--- src/rtl/exec_mul_seq_pkg.sv ---
// ============================================================================
// Module : exec_mul_seq_pkg
// Brief  : Shared widths and state encoding for the EX-stage multiplier.
// Rev    : 1.0  initial release
// ============================================================================
`default_nettype none

`ifndef REG_SIZE
`define REG_SIZE 32
`endif

`ifndef REG_ADDR
`define REG_ADDR 5
`endif

package exec_mul_seq_pkg;

    typedef logic [1:0] mul_state_t;

    localparam mul_state_t MUL_IDLE = 2'd0;
    localparam mul_state_t MUL_BUSY = 2'd1;
    localparam mul_state_t MUL_DONE = 2'd2;

    localparam int unsigned C_REG_SIZE = `REG_SIZE;
    localparam int unsigned C_REG_ADDR = `REG_ADDR;

endpackage : exec_mul_seq_pkg

`default_nettype wire

--- src/rtl/exec_mul_seq_mul_step.sv ---
// ============================================================================
// Module : mul_step
// Brief  : One shift-add iteration: conditional add into the upper half, then
//          shift accumulator and multiplier right by one.
// Rev    : 1.0  initial release
// ============================================================================
`default_nettype none

module mul_step #(
    parameter int WIDTH = 32
) (
    input  logic [2*WIDTH-1:0] i_acc,
    input  logic [WIDTH-1:0]   i_mcand,
    input  logic [WIDTH-1:0]   i_mplier,
    output logic [2*WIDTH-1:0] o_acc,
    output logic [WIDTH-1:0]   o_mplier
);

    logic [WIDTH-1:0] w_addend;
    logic [WIDTH:0]   w_sum;

    assign w_addend = i_mplier[0] ? i_mcand : '0;

    // The carry out of the upper half becomes the new MSB after the shift.
    assign w_sum    = {1'b0, i_acc[2*WIDTH-1:WIDTH]} + {1'b0, w_addend};
    assign o_acc    = {w_sum, i_acc[WIDTH-1:1]};
    assign o_mplier = {1'b0, i_mplier[WIDTH-1:1]};

endmodule : mul_step

`default_nettype wire

--- src/rtl/exec_mul_seq.sv ---
// ============================================================================
// Module : exec_mul_seq
// Brief  : Iterative one-bit-per-cycle multiplier sequencer for the EX stage.
//          Optional EXEC_MUL_EARLY_EXIT_EN ends the loop once the remaining
//          multiplier bits are zero.
// Rev    : 1.0  initial release
// ============================================================================
`default_nettype none

module exec_mul_seq
    import exec_mul_seq_pkg::*;
#(
    parameter int WIDTH = `REG_SIZE,
    parameter int CNT_W = 6
) (
    input  logic                 clk,
    input  logic                 reset_n,
    input  logic                 start,
    input  logic                 is_signed,
    input  logic [WIDTH-1:0]     src1,
    input  logic [WIDTH-1:0]     src2,
    input  logic [`REG_ADDR-1:0] wreg_in,
    input  logic                 regwrite_in,
    input  logic                 flush,
    output logic                 stall,
    output logic                 done,
    output logic [WIDTH-1:0]     result_lo,
    output logic [WIDTH-1:0]     result_hi,
    output logic                 overflow,
    output logic [`REG_ADDR-1:0] wreg_out,
    output logic                 regwrite_out
);

    mul_state_t           r_state;
    mul_state_t           w_next_state;

    logic [WIDTH-1:0]     r_mcand;
    logic [WIDTH-1:0]     r_mplier;
    logic [2*WIDTH-1:0]   r_acc;
    logic [CNT_W-1:0]     r_cnt;
    logic                 r_neg;
    logic                 r_signed;
    logic [`REG_ADDR-1:0] r_wreg;
    logic                 r_regwrite;
    logic [WIDTH-1:0]     r_res_lo;
    logic [WIDTH-1:0]     r_res_hi;
    logic                 r_ovf;

    logic                 w_accept;
    logic                 w_busy;
    logic                 w_last_step;
    logic                 w_finish;
    logic [WIDTH-1:0]     w_mag1;
    logic [WIDTH-1:0]     w_mag2;
    logic [2*WIDTH-1:0]   w_step_acc;
    logic [WIDTH-1:0]     w_step_mplier;
    logic [2*WIDTH-1:0]   w_final_acc;
    logic [2*WIDTH-1:0]   w_prod;
    logic                 w_ovf;

    assign w_accept    = (r_state == MUL_IDLE) & start & ~flush;
    assign w_busy      = (r_state == MUL_BUSY);
    assign w_last_step = (r_cnt == CNT_W'(WIDTH - 1));

    // Magnitudes of the operands; the most negative value maps to 2^(WIDTH-1).
    assign w_mag1 = (is_signed & src1[WIDTH-1]) ? (~src1 + 1'b1) : src1;
    assign w_mag2 = (is_signed & src2[WIDTH-1]) ? (~src2 + 1'b1) : src2;

    mul_step #(
        .WIDTH    (WIDTH)
    ) u_mul_step (
        .i_acc    (r_acc),
        .i_mcand  (r_mcand),
        .i_mplier (r_mplier),
        .o_acc    (w_step_acc),
        .o_mplier (w_step_mplier)
    );

`ifdef EXEC_MUL_EARLY_EXIT_EN
    logic             w_mplier_zero;
    logic [CNT_W:0]   w_shamt;

    // With no set multiplier bits left, the remaining steps are pure shifts.
    assign w_mplier_zero = (r_mplier == '0);
    assign w_shamt       = (CNT_W + 1)'(WIDTH) - {1'b0, r_cnt};
    assign w_finish      = w_last_step | w_mplier_zero;
    assign w_final_acc   = w_mplier_zero ? (r_acc >> w_shamt) : w_step_acc;
`else
    assign w_finish      = w_last_step;
    assign w_final_acc   = w_step_acc;
`endif

    assign w_prod = r_neg ? (~w_final_acc + 1'b1) : w_final_acc;

    always_comb begin
        w_ovf = 1'b0;
        if (r_signed) begin
            w_ovf = (w_prod[2*WIDTH-1:WIDTH] != {WIDTH{w_prod[WIDTH-1]}});
        end else begin
            w_ovf = (w_prod[2*WIDTH-1:WIDTH] != '0);
        end
    end

    always_ff @(posedge clk) begin
        if (!reset_n) begin
            r_state <= MUL_IDLE;
        end else begin
            r_state <= w_next_state;
        end
    end

    always_comb begin
        w_next_state = r_state;
        case (r_state)
            MUL_IDLE: begin
                if (w_accept) begin
                    w_next_state = MUL_BUSY;
                end
            end
            MUL_BUSY: begin
                if (flush) begin
                    w_next_state = MUL_IDLE;
                end else if (w_finish) begin
                    w_next_state = MUL_DONE;
                end
            end
            MUL_DONE: begin
                w_next_state = MUL_IDLE;
            end
            default: begin
                w_next_state = MUL_IDLE;
            end
        endcase
    end

    // A flush landing in DONE suppresses the completion pulse of that op.
    always_comb begin
        stall        = w_accept | w_busy;
        done         = (r_state == MUL_DONE) & ~flush;
        regwrite_out = (r_state == MUL_DONE) & ~flush & r_regwrite;
    end

    always_ff @(posedge clk) begin
        if (!reset_n) begin
            r_mcand    <= '0;
            r_mplier   <= '0;
            r_acc      <= '0;
            r_cnt      <= '0;
            r_neg      <= 1'b0;
            r_signed   <= 1'b0;
            r_wreg     <= '0;
            r_regwrite <= 1'b0;
            r_res_lo   <= '0;
            r_res_hi   <= '0;
            r_ovf      <= 1'b0;
        end else begin
            if (w_accept) begin
                r_mcand    <= w_mag1;
                r_mplier   <= w_mag2;
                r_acc      <= '0;
                r_cnt      <= '0;
                r_neg      <= is_signed & (src1[WIDTH-1] ^ src2[WIDTH-1]);
                r_signed   <= is_signed;
                r_wreg     <= wreg_in;
                r_regwrite <= regwrite_in;
            end else if (w_busy && !flush) begin
                r_acc    <= w_step_acc;
                r_mplier <= w_step_mplier;
                r_cnt    <= r_cnt + CNT_W'(1);
                if (w_finish) begin
                    r_res_lo <= w_prod[WIDTH-1:0];
                    r_res_hi <= w_prod[2*WIDTH-1:WIDTH];
                    r_ovf    <= w_ovf;
                end
            end
        end
    end

    assign result_lo = r_res_lo;
    assign result_hi = r_res_hi;
    assign overflow  = r_ovf;
    assign wreg_out  = r_wreg;

endmodule : exec_mul_seq

`default_nettype wire

--- config.mk ---
export PLATFORM = sky130hd
export DESIGN_NAME = exec_mul_seq
export DESIGN_NICKNAME = d
export VERILOG_FILES = /design/src/rtl/exec_mul_seq_pkg.sv /design/src/rtl/exec_mul_seq_mul_step.sv /design/src/rtl/exec_mul_seq.sv
export SDC_FILE = /design/constraint.sdc
export NUM_CORES = 1
export LEC_CHECK = 0
export CAP_MARGIN = 20
export CORE_ASPECT_RATIO = 1.1
export CORE_MARGIN = 3
export CORE_UTILIZATION = 55
export CTS_CLUSTER_DIAMETER = 100
export DETAILED_ROUTE_END_ITERATION = 16
export DONT_BUFFER_PORTS = 1
export PLACE_DENSITY_LB_ADDON = 0.05
export SLEW_MARGIN = 0
export SYNTH_ARGS = -nofsm -noshare
export SYNTH_HDL_FRONTEND = slang
export SYNTH_SLANG_ARGS = --single-unit
--- constraint.sdc ---
create_clock -name clk -period 10.88 [get_ports clk]
set_input_delay 2.176 -clock clk [delete_from_list [all_inputs] [get_ports clk]]
set_output_delay 2.176 -clock clk [all_outputs]
set_load 0.02 [all_outputs]
# ---- Word level (Yosys, flattened, before mapping)
# Index checks and enable logic that the tools add are counted.
dict set report totals {
  ff_bits 209
  wordCells 57
}
dict set report classes {
  addsub 5
  eq_ne 6
  muxes 11
  bitwise 15
  n_reduce_logical 8
}
# op count
set ops {}
lappend ops {{32-bit 2-to-1 mux} 5}
lappend ops {{32-bit by 1-bit adder with 32-bit output, second input constant} 2}
lappend ops {{64-bit by 1-bit adder with 64-bit output, second input constant} 1}
lappend ops {{64-bit 2-to-1 mux} 1}
lappend ops {{32-bit inverter} 2}
lappend ops {{64-bit inverter} 1}
lappend ops {{32-bit by 32-bit adder with 33-bit output} 1}
lappend ops {{32-bit inequality test} 1}
lappend ops {{32-bit nonzero test} 1}
lappend ops {{1-bit bitwise AND} 7}
lappend ops {{6-bit by 1-bit adder with 6-bit output, second input constant} 1}
lappend ops {{6-bit by 5-bit equality test with 1-bit output, second input constant} 1}
lappend ops {{2-bit 2-to-1 mux} 3}
lappend ops {{2-bit one-hot mux with 2 select lines} 1}
lappend ops {{3-bit by 2-bit inequality test with 1-bit output, second input constant} 1}
lappend ops {{1-bit inverter} 3}
lappend ops {{3-bit AND reduction} 1}
lappend ops {{2-bit by 1-bit equality test with 1-bit output, second input constant} 1}
lappend ops {{2-bit equality test, second input constant} 1}
lappend ops {{2-bit logical NOT} 1}
lappend ops {{2-bit inequality test, second input constant} 1}
lappend ops {{2-bit AND reduction} 1}
lappend ops {{2-bit nonzero test} 1}
lappend ops {{2-bit OR reduction} 1}
lappend ops {{other kinds (5)} 5}

# ---- Depth between registers and ports, before layout
dict set report logic_depth {
  word_depth 7
  mapped_depth 19
  mapped_depth_nobuf 17
}

# ---- Modules after synthesis
# From an unflattened synthesis, not the netlist that was laid out.
dict set report hier_totals {
  cells_unflattened 1684
  hier_area_um2 13008.7
}
# module instances cells_each area_each_um2 seq_area_each_um2
set by_module_without_submodules {}
lappend by_module_without_submodules {exec_mul_seq 1 1356 10577.6 4184.0}
lappend by_module_without_submodules {mul_step 1 328 2431.1 0.0}

# ---- Worst setup path before layout
# Ideal clock, no wire load.
dict set report synth_timing {
  path_type {input-to-output}
  startpoint {input flush}
  endpoint {output regwrite_out}
  arrival_time_ns 3.061
  setup_slack_ns 5.643
  stages 2
  cell_sequence {nor3b_1 and2_1}
}
dict set report synth_between {
  elab_chain_len 3
}
# item line
set synth_lines {}
lappend synth_lines {{start, declared} exec_mul_seq.sv:24} ;# input logic flush,
lappend synth_lines {{1-bit inverter} exec_mul_seq.sv:140} ;# regwrite_out = (r_state == MUL_DONE) & ~flush & r_regwrite;
lappend synth_lines {{1-bit bitwise AND (2 in a row)} exec_mul_seq.sv:140}
lappend synth_lines {{end, declared} exec_mul_seq.sv:31} ;# output logic regwrite_out
# Every way passes these cells.

# ---- Worst setup path after layout
dict set report layout_timing {
  startpoint {register r_mplier[0]}
  endpoint {register r_ovf (netlist: overflow)}
}
dict set report layout_between {
  elab_chain_len 7
  elab_cells_between_ends 8
  cone_classes {add/sub (2); eq/ne (1); mux (3); bitwise (1); reduce/logical (1)}
}
# item line
set layout_lines {}
lappend layout_lines {{start, declared} exec_mul_seq.sv:38} ;# logic [WIDTH-1:0] r_mplier;
lappend layout_lines {{start signal, assigned} exec_mul_seq.sv:159} ;# r_mplier <= w_mag2;
lappend layout_lines {{start signal, assigned} exec_mul_seq.sv:168} ;# r_mplier <= w_step_mplier;
lappend layout_lines {{32-bit 2-to-1 mux *} exec_mul_seq_mul_step.sv:22} ;# assign w_addend = i_mplier[0] ? i_mcand : '0;
lappend layout_lines {{32-bit by 32-bit adder with 33-bit output *} exec_mul_seq_mul_step.sv:25} ;# assign w_sum = {1'b0, i_acc[2*WIDTH-1:WIDTH]} + {1'b0, w_addend};
lappend layout_lines {{64-bit inverter} exec_mul_seq.sv:93} ;# assign w_prod = r_neg ? (~w_final_acc + 1'b1) : w_final_acc;
lappend layout_lines {{64-bit by 1-bit adder with 64-bit output} exec_mul_seq.sv:93}
lappend layout_lines {{64-bit 2-to-1 mux *} exec_mul_seq.sv:93}
lappend layout_lines {{32-bit inequality test or 32-bit nonzero test (tied branches)} {exec_mul_seq.sv:98, exec_mul_seq.sv:100}}
lappend layout_lines {{1-bit 2-to-1 mux *} exec_mul_seq.sv:97} ;# if (r_signed) begin
lappend layout_lines {{end signal, assigned} exec_mul_seq.sv:173} ;# r_ovf <= w_ovf;
lappend layout_lines {{end, declared} exec_mul_seq.sv:47} ;# logic r_ovf;
# Every way passes the cells marked *; elsewhere a longest branch is shown, timed or not.
# A chain may end at the register's enable or synchronous reset.

==> impl_metrics.py <==
metrics = {
    "run_status": {
        "status": "finished, final reports clean",
    },
    "clocking": {
        "cts-root-buf": "clkbuf_16",
        "post_cts_resized": 0,
        "cts_tree": "done",
        "cts_buffers": 24,
        "clock-sinks": 208,
        "post-cts-setup-buffers": 0,
        "clk_pin_slew_ns": 0.06,
        "cts_buffer_depth": 3,
        "clk_latency_ns": 0.54,
        "htree_num_levels": 1,
        "hold_buffers": 0,
    },
    "synthesis": {
        "synth.distinct_cells": 78,
        "async_flop_share_pct": 0,
        "synth_area_leaders": "dfxtp_1 (33%), nand2_1 (8.6%), nor2_1 (6.5%)",
        "syn_avg_cell_area_um2": 7.48,
        "syn_area_um2": 12800,
        "ys_seq_area_share_pct": 32.6,
        "synthFlopType": "dfxtp_1",
        "ys_ff_latch": 208,
        "synth_top_cell_area_share_pct": 32.6,
        "syn_nets": 1822,
        "synth_edf_count": 0,
        "yosys.area.top_type": "dfxtp_1",
        "yosys_warnings": 0,
        "synthCells": 1710,
    },
    "job": {
        "cap_violations": 0,
    },
    "setup_path": {
        "cpMaxStageDelayCell": "dfxtp_1",
        "crit_chain": "and2_1 > ha_1 > inv_1 > fa_1 > nor2b_1 > o21a_4 > o21ai_0 > o21ai_0 > xor2_1 > or4_4 > or4_4 > o41ai_1 > xor2_1 > nor4_1 > o221ai_1 > a2111oi_2 > a21oi_1",
        "ff2ff_setup_slack_ns": 4.96,
        "crit_arrival_ns": 6.33,
        "r2r-end": "overflow",
        "path_max_fanout": 33,
        "crit_path_max_incr_delay_ns": 0.91,
        "cp-start-kind": "flip-flop",
        "crit_required_ns": 11.29,
        "crit_start": "r_mplier[0]",
        "reg2regPathDepth": 17,
        "path_class": "reg -> reg",
        "worstReg2RegStart": "r_mplier[0]",
        "crit_end": "overflow",
        "critPathCaptureType": "flip-flop",
    },
    "grt": {
        "track_usage_pct": 26.8,
        "grt_pass1_vias": 10800,
        "grt_first_pass_wirelength_um": 56600,
        "antenna_found_initial": 0,
        "overflow": 0,
        "grt_max_degree": 106,
    },
    "cells_and_area": {
        "multi_input_area_um2": 8140,
        "n_antenna_cell": 0,
        "drive_gt1_share_pct": 4.89,
        "final_util_pct": 60.7,
        "nets": 1750,
        "regArea_um2": 4170,
        "fill_cells": 2137,
        "areaGrowthSynthToFinish_pct": 6.65,
    },
    "drt": {
        "drcViolationCount": 0,
        "routed_wl_um": 34400,
        "via_per_inst": 6.06,
        "postRouteAntennaNets": 0,
        "drt-pass1-iter-count": 5,
        "num_vias": 11800,
        "wl_per_cell_um": 17.7,
        "drt_first_iter_violations": 817,
    },
    "floorplanning": {
        "die_h_um": 166,
        "row_count": 57,
        "initial_core_util_pct": 56.9,
        "dieArea_um2": 25100,
        "ios": 148,
        "core_area_um2": 22500,
        "die_x_um": 151,
    },
    "hold_path": {
        "holdPathStages": 2,
        "hp-class": "reg -> reg",
    },
    "sta": {
        "fmax_mhz": 169,
        "hold_viol": 0,
        "relSlewSlack_pct": 28.0,
        "period_share_pct": 54.4,
        "skew_ns": 0.0184,
        "maxSlewViolCount": 0,
        "worst_pin_slew_ns": 1.08,
        "finalCriticalPeriod_ns": 5.92,
        "rsz0062_at_grt": "no",
        "tns_ns": 0,
        "setup_viol": 0,
    },
    "placed_design": {
        "routabilityCongestion": 0.959,
        "hpwlAfterDp_um": 24800,
        "io_buffer_count": 0,
    },
    "pwr": {
        "leakagePower_uw": 0.00492,
        "max-vdd-ir-drop_mv": 0.0874,
        "power_density_nw_per_um2": 131,
    },
}
[layer usage]
layer	share of wire, %	vias up	GRT usage, %
li1	-	5982	-
met1	47	5369	40.4
met2	43	410	40.3
met3	8.3	47	4.67
met4	1.8	0	5.32
met5	0	-	0
[worst min-delay path by stage]
| stage | from | to |
|---|---|---|
| 6_report | r_mcand[31] | r_mcand[31] |
| 5_1_grt | r_regwrite | r_regwrite |
| 4_1_cts | r_mcand[31] | r_mcand[31] |
| 3_5_place_dp | r_regwrite | r_regwrite |
| 3_3_place_gp | r_mcand[31] | r_mcand[31] |
| 2_1_floorplan | r_mcand[0] | r_mcand[0] |
[worst max-delay path, delay by kind of cell, from the launching register on]
family / cells / cell delay (ns)
flip-flops: 1 / 0.91
AND/OR/NAND/NOR: 5 / 2.19
buffers and inverters: 1 / 0.06
XOR/XNOR: 2 / 0.40
AO/OA/AOI/OAI: 7 / 1.65
adder cells (fa/ha/maj): 2 / 0.57
[flip-flops by register name, indices dropped and copies added, names as in the netlist, 2 cells and up]
register   count
r_acc         63
r_mcand       32
r_mplier      32
result_hi     32
result_lo     32
r_cnt          6
wreg_out       5
r_state        2
[cells by family after synthesis]
logic type	Yosys count	synth area share (%)
simple gates	741	26.3
compound gates	454	24.0
flops	208	32.6
buf+inv	133	3.99
xor+xnor	132	9.04
fa+ha+maj	37	3.68
mux	5	0.431
[per-stage QoR]
step                std cells  hold WS (ns)  cell area (µm²)  power (µW)  setup slack (ns)
floorplan                1710         0.432            12800         950              5.64
global placement         1907         0.446            12800         987              5.20
detailed placement       1907         0.451            12800         990              5.05
CTS                      1950         0.461            13600        1790              5.02
global route             1950         0.473            13600        1850              4.48
finish                   1950         0.458            13600        1780              4.96
[cell usage in the layout, fill, tap and decap left out, drive strengths merged, types with 6 or more instances in the layout]
master,count
nand2,292
nor2,222
dfxtp,208
a21oi,132
xor2,93
a211oi,87
o21ai,69
and2,40
nor3,40
a311oi,39
xnor2,39
ha,36
clkbuf,33
o31ai,27
nand3,26
inv,25
nor4,22
or3,21
o41ai,14
a21o,13
nand4,12
and3,12
buf,11
or4,10
a31oi,8
nand2b,7
o211ai,7
nor2b,7
and4,7
o21a,7
clkinv,7
nor3b,6
[final cells by class]
class / count / share of cell area, %
flip-flops and latches: 208 / 30.5
clock buffers: 33 / 5.09
repair buffers: 11 / 0.606
clock inverters: 10 / 0.706
multi-input cells: 1369 / 59.7
well taps: 295 / 2.71
inverters: 24 / 0.679
[power by group]
group	switching (µW)	total (µW)	internal [µW]	leakage (µW)
clock	333	805	472	0.000392
combinational	115	177	61.7	0.00284
sequential	17.2	798	781	0.00169
total	466	1780	1310	0.00492
[synth_stat cells (all sizes together), types with 26 or more instances]
cell,number
a211oi,87
a21oi,132
a311oi,39
and2,40
clkbuf,95
dfxtp,208
ha,36
nand2,292
nand3,26
nor2,222
nor3,40
o21ai,69
o31ai,27
xnor2,39
xor2,93
Note: power is estimated with default switching activity, not from simulation.
